[src/rtl/bitmap_pkg.sv]
`default_nettype none
// ============================================================================
// Module      : bitmap_pkg
// Description : Shared geometry and bank constants for the 214x160 1 bpp
//               bitmap write path, plus the one-hot bank decode helper.
// Revision    : 1.0 - initial release
// ============================================================================
package bitmap_pkg;

    localparam int WIDTH      = 214;
    localparam int HEIGHT     = 160;
    localparam int BYTES      = WIDTH * HEIGHT / 8;
    localparam int ADDR_W     = 13;
    localparam int BANK_SIZE  = 1024;
    localparam int BANK_COUNT = 5;
    localparam int BANK_BITS  = $clog2(BANK_SIZE);
    localparam int BANK_SEL_W = ADDR_W - BANK_BITS;

    // One-hot select of the RAM bank holding a given upper address slice
    function automatic logic [BANK_COUNT-1:0] bank_onehot(input logic [BANK_SEL_W-1:0] bank_idx);
        logic [BANK_COUNT-1:0] v;
        v = '0;
        for (int b = 0; b < BANK_COUNT; b++) begin
            v[b] = (int'(bank_idx) == b);
        end
        return v;
    endfunction

endpackage
`default_nettype wire

[src/rtl/spi_bitmap_writer_sync_edge.sv]
`default_nettype none
// ============================================================================
// Module      : sync_edge
// Description : Two-flop synchroniser for an asynchronous input. With
//               EDGE_EN set, a third flop provides rise/fall pulses.
// Revision    : 1.0 - initial release
// ============================================================================
module sync_edge #(
    parameter logic IDLE    = 1'b0,
    parameter bit   EDGE_EN = 1'b0
) (
    input  logic clk,
    input  logic rst_n,
    input  logic i_async,
    output logic o_sync,
    output logic o_rise,
    output logic o_fall
);

    logic r_meta;
    logic r_sync;

    // Two-stage synchroniser, reset to the line's idle level
    always_ff @(posedge clk) begin
        if (!rst_n) begin
            r_meta <= IDLE;
            r_sync <= IDLE;
        end else begin
            r_meta <= i_async;
            r_sync <= r_meta;
        end
    end

    assign o_sync = r_sync;

    generate
        if (EDGE_EN) begin : g_edge
            logic r_prev;

            // Delayed copy of the synchronised level for edge detection
            always_ff @(posedge clk) begin
                if (!rst_n) begin
                    r_prev <= IDLE;
                end else begin
                    r_prev <= r_sync;
                end
            end

            assign o_rise = r_sync & ~r_prev;
            assign o_fall = ~r_sync & r_prev;
        end else begin : g_no_edge
            assign o_rise = 1'b0;
            assign o_fall = 1'b0;
        end
    endgenerate

endmodule
`default_nettype wire

[src/rtl/spi_bitmap_writer.sv]
`default_nettype none
// ============================================================================
// Module      : spi_bitmap_writer
// Description : Receives a 1 bpp frame over SPI (mode 0, MSB first) and
//               emits byte writes into the bitmap RAM banks. Pixel bytes
//               (DC=1) are written at a linear, wrapping address; command
//               bytes (DC=0) rewind the address to 0.
//               Optional macro BITMAP_BANK_SELECT_EN adds registered
//               one-hot bank select and bank-local address outputs.
// Revision    : 1.0 - initial release
// ============================================================================
module spi_bitmap_writer
    import bitmap_pkg::*;
(
    input  logic              Clock,
    input  logic              Reset,
    input  logic              CS_i,
    input  logic              SCK_i,
    input  logic              MOSI_i,
    input  logic              DC_i,
    output logic [ADDR_W-1:0] WrAddr_o,
    output logic [7:0]        WrData_o,
    output logic              WrEnable_o,
    output logic              FrameDone_o
`ifdef BITMAP_BANK_SELECT_EN
    ,
    output logic [BANK_COUNT-1:0] WrBank_o,
    output logic [BANK_BITS-1:0]  WrLocal_o
`endif
);

    localparam logic [ADDR_W-1:0] c_LAST_ADDR = ADDR_W'(BYTES - 1);

    logic w_cs, w_sck_rise, w_mosi, w_dc;
    logic w_sck_sync, w_sck_fall;
    logic w_cs_rise, w_cs_fall, w_mosi_rise, w_mosi_fall, w_dc_rise, w_dc_fall;
    logic w_unused_edges;

    logic [2:0]        r_bit_cnt;
    logic [7:0]        r_shift;
    logic [ADDR_W-1:0] r_addr;

    logic [7:0] w_byte;
    logic       w_byte_done;
    logic       w_pixel_done;
    logic       w_last_addr;

    sync_edge #(.IDLE(1'b0), .EDGE_EN(1'b1)) u_sync_sck (
        .clk(Clock), .rst_n(Reset), .i_async(SCK_i),
        .o_sync(w_sck_sync), .o_rise(w_sck_rise), .o_fall(w_sck_fall)
    );
    sync_edge #(.IDLE(1'b1), .EDGE_EN(1'b0)) u_sync_cs (
        .clk(Clock), .rst_n(Reset), .i_async(CS_i),
        .o_sync(w_cs), .o_rise(w_cs_rise), .o_fall(w_cs_fall)
    );
    sync_edge #(.IDLE(1'b0), .EDGE_EN(1'b0)) u_sync_mosi (
        .clk(Clock), .rst_n(Reset), .i_async(MOSI_i),
        .o_sync(w_mosi), .o_rise(w_mosi_rise), .o_fall(w_mosi_fall)
    );
    sync_edge #(.IDLE(1'b0), .EDGE_EN(1'b0)) u_sync_dc (
        .clk(Clock), .rst_n(Reset), .i_async(DC_i),
        .o_sync(w_dc), .o_rise(w_dc_rise), .o_fall(w_dc_fall)
    );

    // Only the SCK rising edge and the plain CS/MOSI/DC levels are consumed
    assign w_unused_edges = ^{w_sck_sync, w_sck_fall, w_cs_rise, w_cs_fall,
                              w_mosi_rise, w_mosi_fall, w_dc_rise, w_dc_fall};

    assign w_byte       = {r_shift[6:0], w_mosi};
    assign w_byte_done  = w_sck_rise & ~w_cs & (r_bit_cnt == 3'd7);
    assign w_pixel_done = w_byte_done & w_dc;
    assign w_last_addr  = (r_addr == c_LAST_ADDR);

    // Bit assembly: shift on each SCK rise, discard partial bytes while CS is high
    always_ff @(posedge Clock) begin
        if (!Reset) begin
            r_bit_cnt <= 3'd0;
            r_shift   <= 8'd0;
        end else if (w_cs) begin
            r_bit_cnt <= 3'd0;
            r_shift   <= 8'd0;
        end else if (w_sck_rise) begin
            r_shift   <= w_byte;
            r_bit_cnt <= r_bit_cnt + 3'd1;
        end
    end

    // Write strobe, data/address capture and the wrapping address counter
    always_ff @(posedge Clock) begin
        if (!Reset) begin
            WrEnable_o  <= 1'b0;
            FrameDone_o <= 1'b0;
            WrData_o    <= 8'd0;
            WrAddr_o    <= '0;
            r_addr      <= '0;
`ifdef BITMAP_BANK_SELECT_EN
            WrBank_o    <= '0;
            WrLocal_o   <= '0;
`endif
        end else begin
            WrEnable_o  <= w_pixel_done;
            FrameDone_o <= w_pixel_done & w_last_addr;
            if (w_pixel_done) begin
                WrData_o  <= w_byte;
                WrAddr_o  <= r_addr;
`ifdef BITMAP_BANK_SELECT_EN
                WrBank_o  <= bank_onehot(r_addr[ADDR_W-1:BANK_BITS]);
                WrLocal_o <= r_addr[BANK_BITS-1:0];
`else
                // Bank decode is left to external logic on WrAddr_o
`endif
            end
            // A command byte rewinds; otherwise advance once the strobe has been issued
            if (w_byte_done & ~w_dc) begin
                r_addr <= '0;
            end else if (WrEnable_o) begin
                r_addr <= w_last_addr ? '0 : r_addr + ADDR_W'(1);
            end
        end
    end

endmodule
`default_nettype wire

[config.mk]
export PLATFORM = sky130hd
export DESIGN_NAME = spi_bitmap_writer
export DESIGN_NICKNAME = d
export VERILOG_FILES = /design/src/rtl/bitmap_pkg.sv /design/src/rtl/spi_bitmap_writer_sync_edge.sv /design/src/rtl/spi_bitmap_writer.sv
export SDC_FILE = /design/constraint.sdc
export NUM_CORES = 1
export LEC_CHECK = 0
export BUFFER_PORTS_ARGS = -buffer_cell sky130_fd_sc_hd__buf_2
export CORE_MARGIN = 2
export CORE_UTILIZATION = 30
export CTS_BUF_LIST = sky130_fd_sc_hd__clkbuf_8
export CTS_CLUSTER_DIAMETER = 30
export CTS_CLUSTER_SIZE = 12
export DETAILED_ROUTE_END_ITERATION = 10
export GPL_ROUTABILITY_DRIVEN = 0
export PLACE_DENSITY = 0.58
export SYNTH_ARGS = -nofsm -noshare
export SYNTH_HDL_FRONTEND = slang
export SYNTH_SLANG_ARGS = --single-unit
[constraint.sdc]
create_clock -name Clock -period 1.5 [get_ports Clock]
set_input_delay 0.15 -clock Clock [delete_from_list [all_inputs] [get_ports Clock]]
set_output_delay 0.15 -clock Clock [all_outputs]
set_load 0.01 [all_outputs]
==> results.json, run 1 <==
{
  "cts_buffers": 5,
  "wirelength_um": 4540,
  "async_reset_ff_share_pct": 0,
  "synth_top_area_share_pct": 49.5,
  "p_seq_share_pct": 61.2,
  "intPower_uw": 1880,
  "peakVddDrop_mv": 0.354,
  "synth-main-ff-cell": "dfxtp_1",
  "min_path_cells": 2,
  "cp-startpoint": "r_bit_cnt[0]",
  "ys_ff_latch": 55,
  "max_freq_mhz": 680,
  "cts.path.max_buffers": 2,
  "critPathMaxFanout": 7,
  "cp.arrival_ns": 1.67,
  "startpoint_type": "flop",
  "wl_per_cell_um": 12.1,
  "htreeDepth": 2,
  "vias_per_cell": 4.36,
  "cts_sinks": 55,
  "required_ns": 1.70,
  "yosys.area.top_type": "dfxtp_1",
  "grtUsageTotal_pct": 11.2,
  "start_util_pct": 30.8,
  "path_class": "reg -> reg",
  "syn_to_final_growth_pct": 25.5,
  "worstReg2RegEnd": "r_addr[11]",
  "grt_start_max_net_pins": 24,
  "gr-total-overflow": 0,
  "dp_hpwl_um": 2850,
  "dp_slack_ns": -0.0805,
  "drc": 0,
  "first_iter_violations": 57,
  "rsz0062_at_grt": "true",
  "critPathCaptureType": "flop",
  "slew_headroom_pct": 73.6,
  "clock_power_share_pct": 35.3,
  "diodes": 0,
  "ios": 29,
  "port_buffers": 28,
  "synthCells": 233,
  "num_vias": 1638,
  "comb_power_share_pct": 3.6,
  "ys_types": 34,
  "ys_top_cells_by_area": "dfxtp_1 49%, nand2_1 11%, a21boi_1 6.4%",
  "min_from": "CS_i",
  "cts_root_buf": "clkbuf_8",
  "powerDensity_nw_per_um2": 864,
  "layout-drive-gt1-share_pct": 30.7,
  "holdWs_ns": 0.0193,
  "die_w_um": 90.1,
  "die-area_um2": 8120,
  "synth.avg_cell_area_um2": 9.55,
  "finalCriticalPeriod_ns": 1.47,
  "synth-edff-count": 0,
  "postCtsHoldBufs": 0,
  "period_share_pct": 98.1,
  "num_rows": 31,
  "synthesis.area_um2": 2220,
  "switching_share_pct": 22.0,
  "grt_pass1_vias": 1517,
  "status": "finished, final reports clean",
  "whs_endpoint": "u_sync_cs.r_meta",
  "ys.warnings.count": 0,
  "antenna_found_initial": 0,
  "fin_worst_skew_ns": 0.00838,
  "layout_setup_ws_ns": 0.0288,
  "power_uw": 2410,
  "cts_tree": "built",
  "p_switching_uw": 532,
  "setup_viol": 0,
  "core_um2": 7210,
  "finalNetCount": 285,
  "insertion_delay_ns": 0.31,
  "worstRegToRegCells": 7,
  "tightest_slew_ns": 0.396,
  "grt_first_pass_wirelength_um": 7360,
  "die_h_um": 90.1,
  "slew_viol_final": 0,
  "timing.final.hold_violations": 0,
  "yosysSeqAreaShare_pct": 49.5,
  "reg2reg_slack_ns": 0.03,
  "max_cap_violations": 0,
  "p_leak_uw": 0.00101,
  "synth_fp_nets": 242,
  "drtAntennaViolNets": 0,
  "cts.reportedPaths.clkPinSlew_ns": 0.10,
  "min_path_type": "in -> reg",
  "rr_startpoint": "r_bit_cnt[0]",
  "first_pass_iters": 4
}
stage by stage:
| step | util [%] | setup TNS [ns] | instances | area (µm²) |
|---|---|---|---|---|
| CTS | 37.9 | 0 | 373 | 2730 |
| global placement | 35.5 | -1.14 | 363 | 2560 |
| finish | 38.7 | 0 | 376 | 2790 |
| detailed placement | 35.5 | -1.79 | 363 | 2560 |
| global route | 38.7 | -0.0427 | 376 | 2790 |
| floorplan | - | 0 | 233 | 2230 |
registers in the layout (all words and copies together), names as in the netlist, 3 cells and up:
signal     cells
WrAddr_o      13
WrData_o       8
r_addr        13
r_bit_cnt      3
r_shift        7
synth_stat cells, types with 2 or more instances:
| library cell | n |
|---|---|
| a21boi_0 | 2 |
| a21boi_1 | 19 |
| a21oi_1 | 9 |
| and2_1 | 8 |
| and3_1 | 2 |
| buf_2 | 5 |
| buf_4 | 2 |
| clkbuf_1 | 4 |
| dfxtp_1 | 55 |
| ha_1 | 3 |
| inv_1 | 4 |
| nand2_1 | 64 |
| nand2b_1 | 3 |
| nand3_1 | 2 |
| nand4_1 | 3 |
| nor2_1 | 6 |
| nor2_4 | 10 |
| nor3_1 | 4 |
| nor4bb_1 | 2 |
| xnor2_1 | 9 |
| xor2_1 | 4 |
how the worst max path moves through the flow:
stage / to / slack (ns) / depth (start not counted)
after floorplan: WrData_o[1] / 0.01 / 7
after global placement: WrData_o[1] / -0.04 / 6
after detailed placement: WrData_o[1] / -0.08 / 6
after CTS: WrAddr_o[11] / 0.01 / 6
after global routing: r_addr[11] / -0.02 / 7
final: r_addr[11] / 0.03 / 7
worst max-delay path, stage by stage (launching register included):
cell	delay, ns
dfxtp_4	0.38
ha_4	0.13
ha_4	0.14
inv_6	0.05
o41ai_4	0.31
a21o_4	0.16
buf_12	0.14
nor2_1	0.05
layer usage:
metal  GRT usage [%]  share of wire [%]
met1            14.7                 48
met2            17.6                 46
met3            2.60                4.0
met4            4.62                1.8
met5               0                  0
power by group through the flow:
stage	logic, µW	registers [µW]	clock network, µW
after floorplan	55.9	1510	0
after global placement	82.2	1510	0
after detailed placement	82.9	1510	0
after CTS	85.3	1480	877
after global routing	93.1	1480	942
final	86.3	1480	851
cell families after synthesis:
kind of cell               after synthesis  synth area share (%)
adders and majority gates                3                  1.69
buffers and inverters                   17                  4.55
DFF                                     55                  49.5
muxes                                    1                 0.450
xor gates and xnor gates                13                  5.12
and+or+nand+nor                        112                  28.2
AOI/OAI and AO/OA                       32                  10.5
layout by cell type (no fill, tap or decap), types with 2 or more instances in the layout:
cell type | synthesis | final
dfxtp_2 | 0 | 3
buf_12 | 1 | 3
nor3_1 | 4 | 4
xor2_1 | 4 | 4
nand2_1 | 64 | 64
nor2_1 | 6 | 6
buf_2 | 5 | 28
clkbuf_8 | 0 | 6
a21boi_1 | 19 | 19
nand4_1 | 3 | 3
nand3_1 | 2 | 2
dfxtp_1 | 55 | 51
and2_1 | 8 | 8
a21boi_0 | 2 | 2
inv_1 | 4 | 4
a21oi_1 | 9 | 9
nor2_4 | 10 | 10
buf_4 | 2 | 14
nand2b_1 | 3 | 3
ha_4 | 0 | 2
or4_4 | 1 | 4
xnor2_1 | 9 | 9
cell type report:
type	count	area, µm²
clock buffers	6	82.6
repair buffers	46	330
fillers	750	4420
inverters	4	20.0
multi-input cells	164	1110
clock inverters	2	12.5
well taps	99	124
flip-flops and latches	55	1110
timing repair:
item                                    in CTS  in global routing
pin swaps                                   10                  3
endpoints found under the setup margin      34                 29
cloned                                       2                  2
resized for setup                           16                  4
buffers inserted                             0                  1
Power figures use the tool's default switching activity.
==> run 2, diff against run 1 <==
- ABC_AREA: not set -> 1
==> results.json, run 2 <==
{
  "period_share_pct": 95.9,
  "powerDensity_nw_per_um2": 912,
  "critPathMaxFanout": 30,
  "synthesis.area_um2": 2190,
  "dp_slack_ns": 0.0123,
  "diodes": 0,
  "layout_setup_ws_ns": 0.0620,
  "gr-total-overflow": 0,
  "htreeDepth": 2,
  "grt_first_pass_wirelength_um": 7120,
  "fill_cells": 759,
  "post-cts-setup-buffers": 0,
  "slew_viol_final": 0,
  "reg2reg_slack_ns": 0.06,
  "die-area_um2": 8000,
  "synth-main-ff-cell": "dfxtp_1",
  "first_iter_violations": 73,
  "ys_ff_latch": 55,
  "core_um2": 7180,
  "synth.avg_cell_area_um2": 7.76,
  "grt_pass1_vias": 1558,
  "synth-edff-count": 0,
  "required_ns": 1.69,
  "antenna_found_initial": 0,
  "ys_top_cells_by_area": "dfxtp_1 50%, inv_1 8.4%, o21ai_0 7.5%",
  "grt_start_max_net_pins": 31,
  "max_freq_mhz": 695,
  "layout-drive-gt1-share_pct": 19.6,
  "wirelength_um": 4150,
  "async_reset_ff_share_pct": 0,
  "fin_worst_skew_ns": 0.00595,
  "highest_layer": "met4",
  "min_path_type": "in -> reg",
  "setup_viol": 0,
  "p_leak_uw": 0.00111,
  "vias_per_cell": 4.18,
  "ys_types": 26,
  "syn_to_final_growth_pct": 16.9,
  "cts_sinks": 55,
  "cts.reportedPaths.clkPinSlew_ns": 0.09,
  "ys.warnings.count": 0,
  "cts_buffers": 5,
  "yosys-top-cells-count": "55 x dfxtp_1, 49 x inv_1, 41 x nor2_1",
  "status": "finished, final reports clean",
  "wl_met1_um": 2260,
  "synth_top_area_share_pct": 50.3,
  "mostFrequentLayoutCells": "55 x dfxtp_1, 49 x inv_1, 40 x nor2_1",
  "tightest_slew_ns": 0.503,
  "synth_fp_nets": 291,
  "slew_headroom_pct": 66.3,
  "rsz0062_at_grt": "true",
  "dp_cells": 407,
  "layout_commonest_cell": "dfxtp_1",
  "met2WireLength_um": 1640,
  "cts_root_buf": "clkbuf_8",
  "reg_top3": "WrAddr_o: 13 flops, r_addr: 13 flops, WrData_o: 8 flops",
  "timing.final.hold_violations": 0,
  "synthCells": 282,
  "finalNetCount": 324,
  "die_w_um": 89.4,
  "port_buffers": 28,
  "wl_met3_um": 196,
  "yosysSeqAreaShare_pct": 50.3,
  "cp.arrival_ns": 1.63,
  "yosys.area.top_type": "dfxtp_1",
  "dp_hpwl_um": 2950,
  "max_cap_violations": 0,
  "drc": 0,
  "postCtsHoldBufs": 0,
  "cts_tree": "built",
  "startpoint_type": "flop",
  "insertion_delay_ns": 0.30,
  "critPathCaptureType": "flop",
  "grtUsageTotal_pct": 11.2,
  "wl_per_cell_um": 10.0,
  "first_pass_iters": 4,
  "num_rows": 31,
  "finalCriticalPeriod_ns": 1.44,
  "cts.path.max_buffers": 2,
  "num_vias": 1735,
  "start_util_pct": 30.5,
  "synthMostInstantiatedCell": "dfxtp_1",
  "ios": 29,
  "fin_cells": 415,
  "fin_tns_setup_ns": 0,
  "drtAntennaViolNets": 0,
  "path_class": "reg -> reg",
  "peakVddDrop_mv": 0.381,
  "die_h_um": 89.4
}
-- run 2: cell families (layout without fill, tap and decap cells) --
logic type,Yosys count,after routing,synth area share (%)
buffers and inverters,60,94,11.3
adders and majority gates,3,3,1.71
DFF,55,55,50.3
and+or+nand+nor,99,99,20.9
AOI/OAI and AO/OA,61,61,14.2
xor gates and xnor gates,4,4,1.60
-- run 2: power by group --
group	total [µW]	switching [µW]	internal (µW)
logic	73.7	47.3	26.4
registers	1480	4.69	1470
clock network	785	464	321
-- run 2: final cells by class --
cell class	instances	area (µm²)	share of cell area, %
Tap cell	99	124	4.84
Sequential cell	55	1100	43.0
Timing Repair Buffer	37	211	8.26
Multi-Input combinational cell	167	855	33.4
Inverter	49	184	7.18
Clock buffer	5	68.8	2.69
Clock inverter	3	16.3	0.635
-- run 2: what timing repair did --
item | 4_1_cts | 5_1_grt
setup endpoints to repair | 2 | 29
resized for setup | 0 | 17
pin swaps | 0 | 0
-- run 2: final timing paths --
| check | startpoint | cells past startpoint | endpoint |
|---|---|---|---|
| setup / recovery | r_bit_cnt[0] | 8 | WrAddr_o[1] |
| hold / removal | MOSI_i | 3 | u_sync_mosi.r_meta |
| setup reg to reg | r_bit_cnt[0] | 8 | WrAddr_o[1] |
| hold reg to reg | u_sync_sck.r_meta | 2 | u_sync_sck.o_sync |
-- run 2: metrics by stage --
stage	hold slack (ns)	util (%)	cell area (µm²)	total power, µW
3_3_place_gp	0.330	34.2	2460	1580
4_1_cts	0.0138	35.4	2540	2370
2_1_floorplan	0.248	-	2190	1560
6_report	0.0231	35.7	2560	2330
5_1_grt	0.0193	35.7	2560	2450
3_5_place_dp	0.335	34.2	2460	1580
-- run 2: layer usage --
layer,track usage [%],up-vias
met3,2.77,5
met2,16.2,38
li1,-,952
met1,16.3,740
met5,0,-
met4,3.53,0
-- run 2: worst max-delay path: stages (launching register included) --
cell     delay (ns)
dfxtp_1        0.35
ha_1           0.15
ha_1           0.13
inv_1          0.04
nor2_2         0.11
nand3_2        0.10
buf_6          0.19
o21ai_0        0.20
a21oi_1        0.06
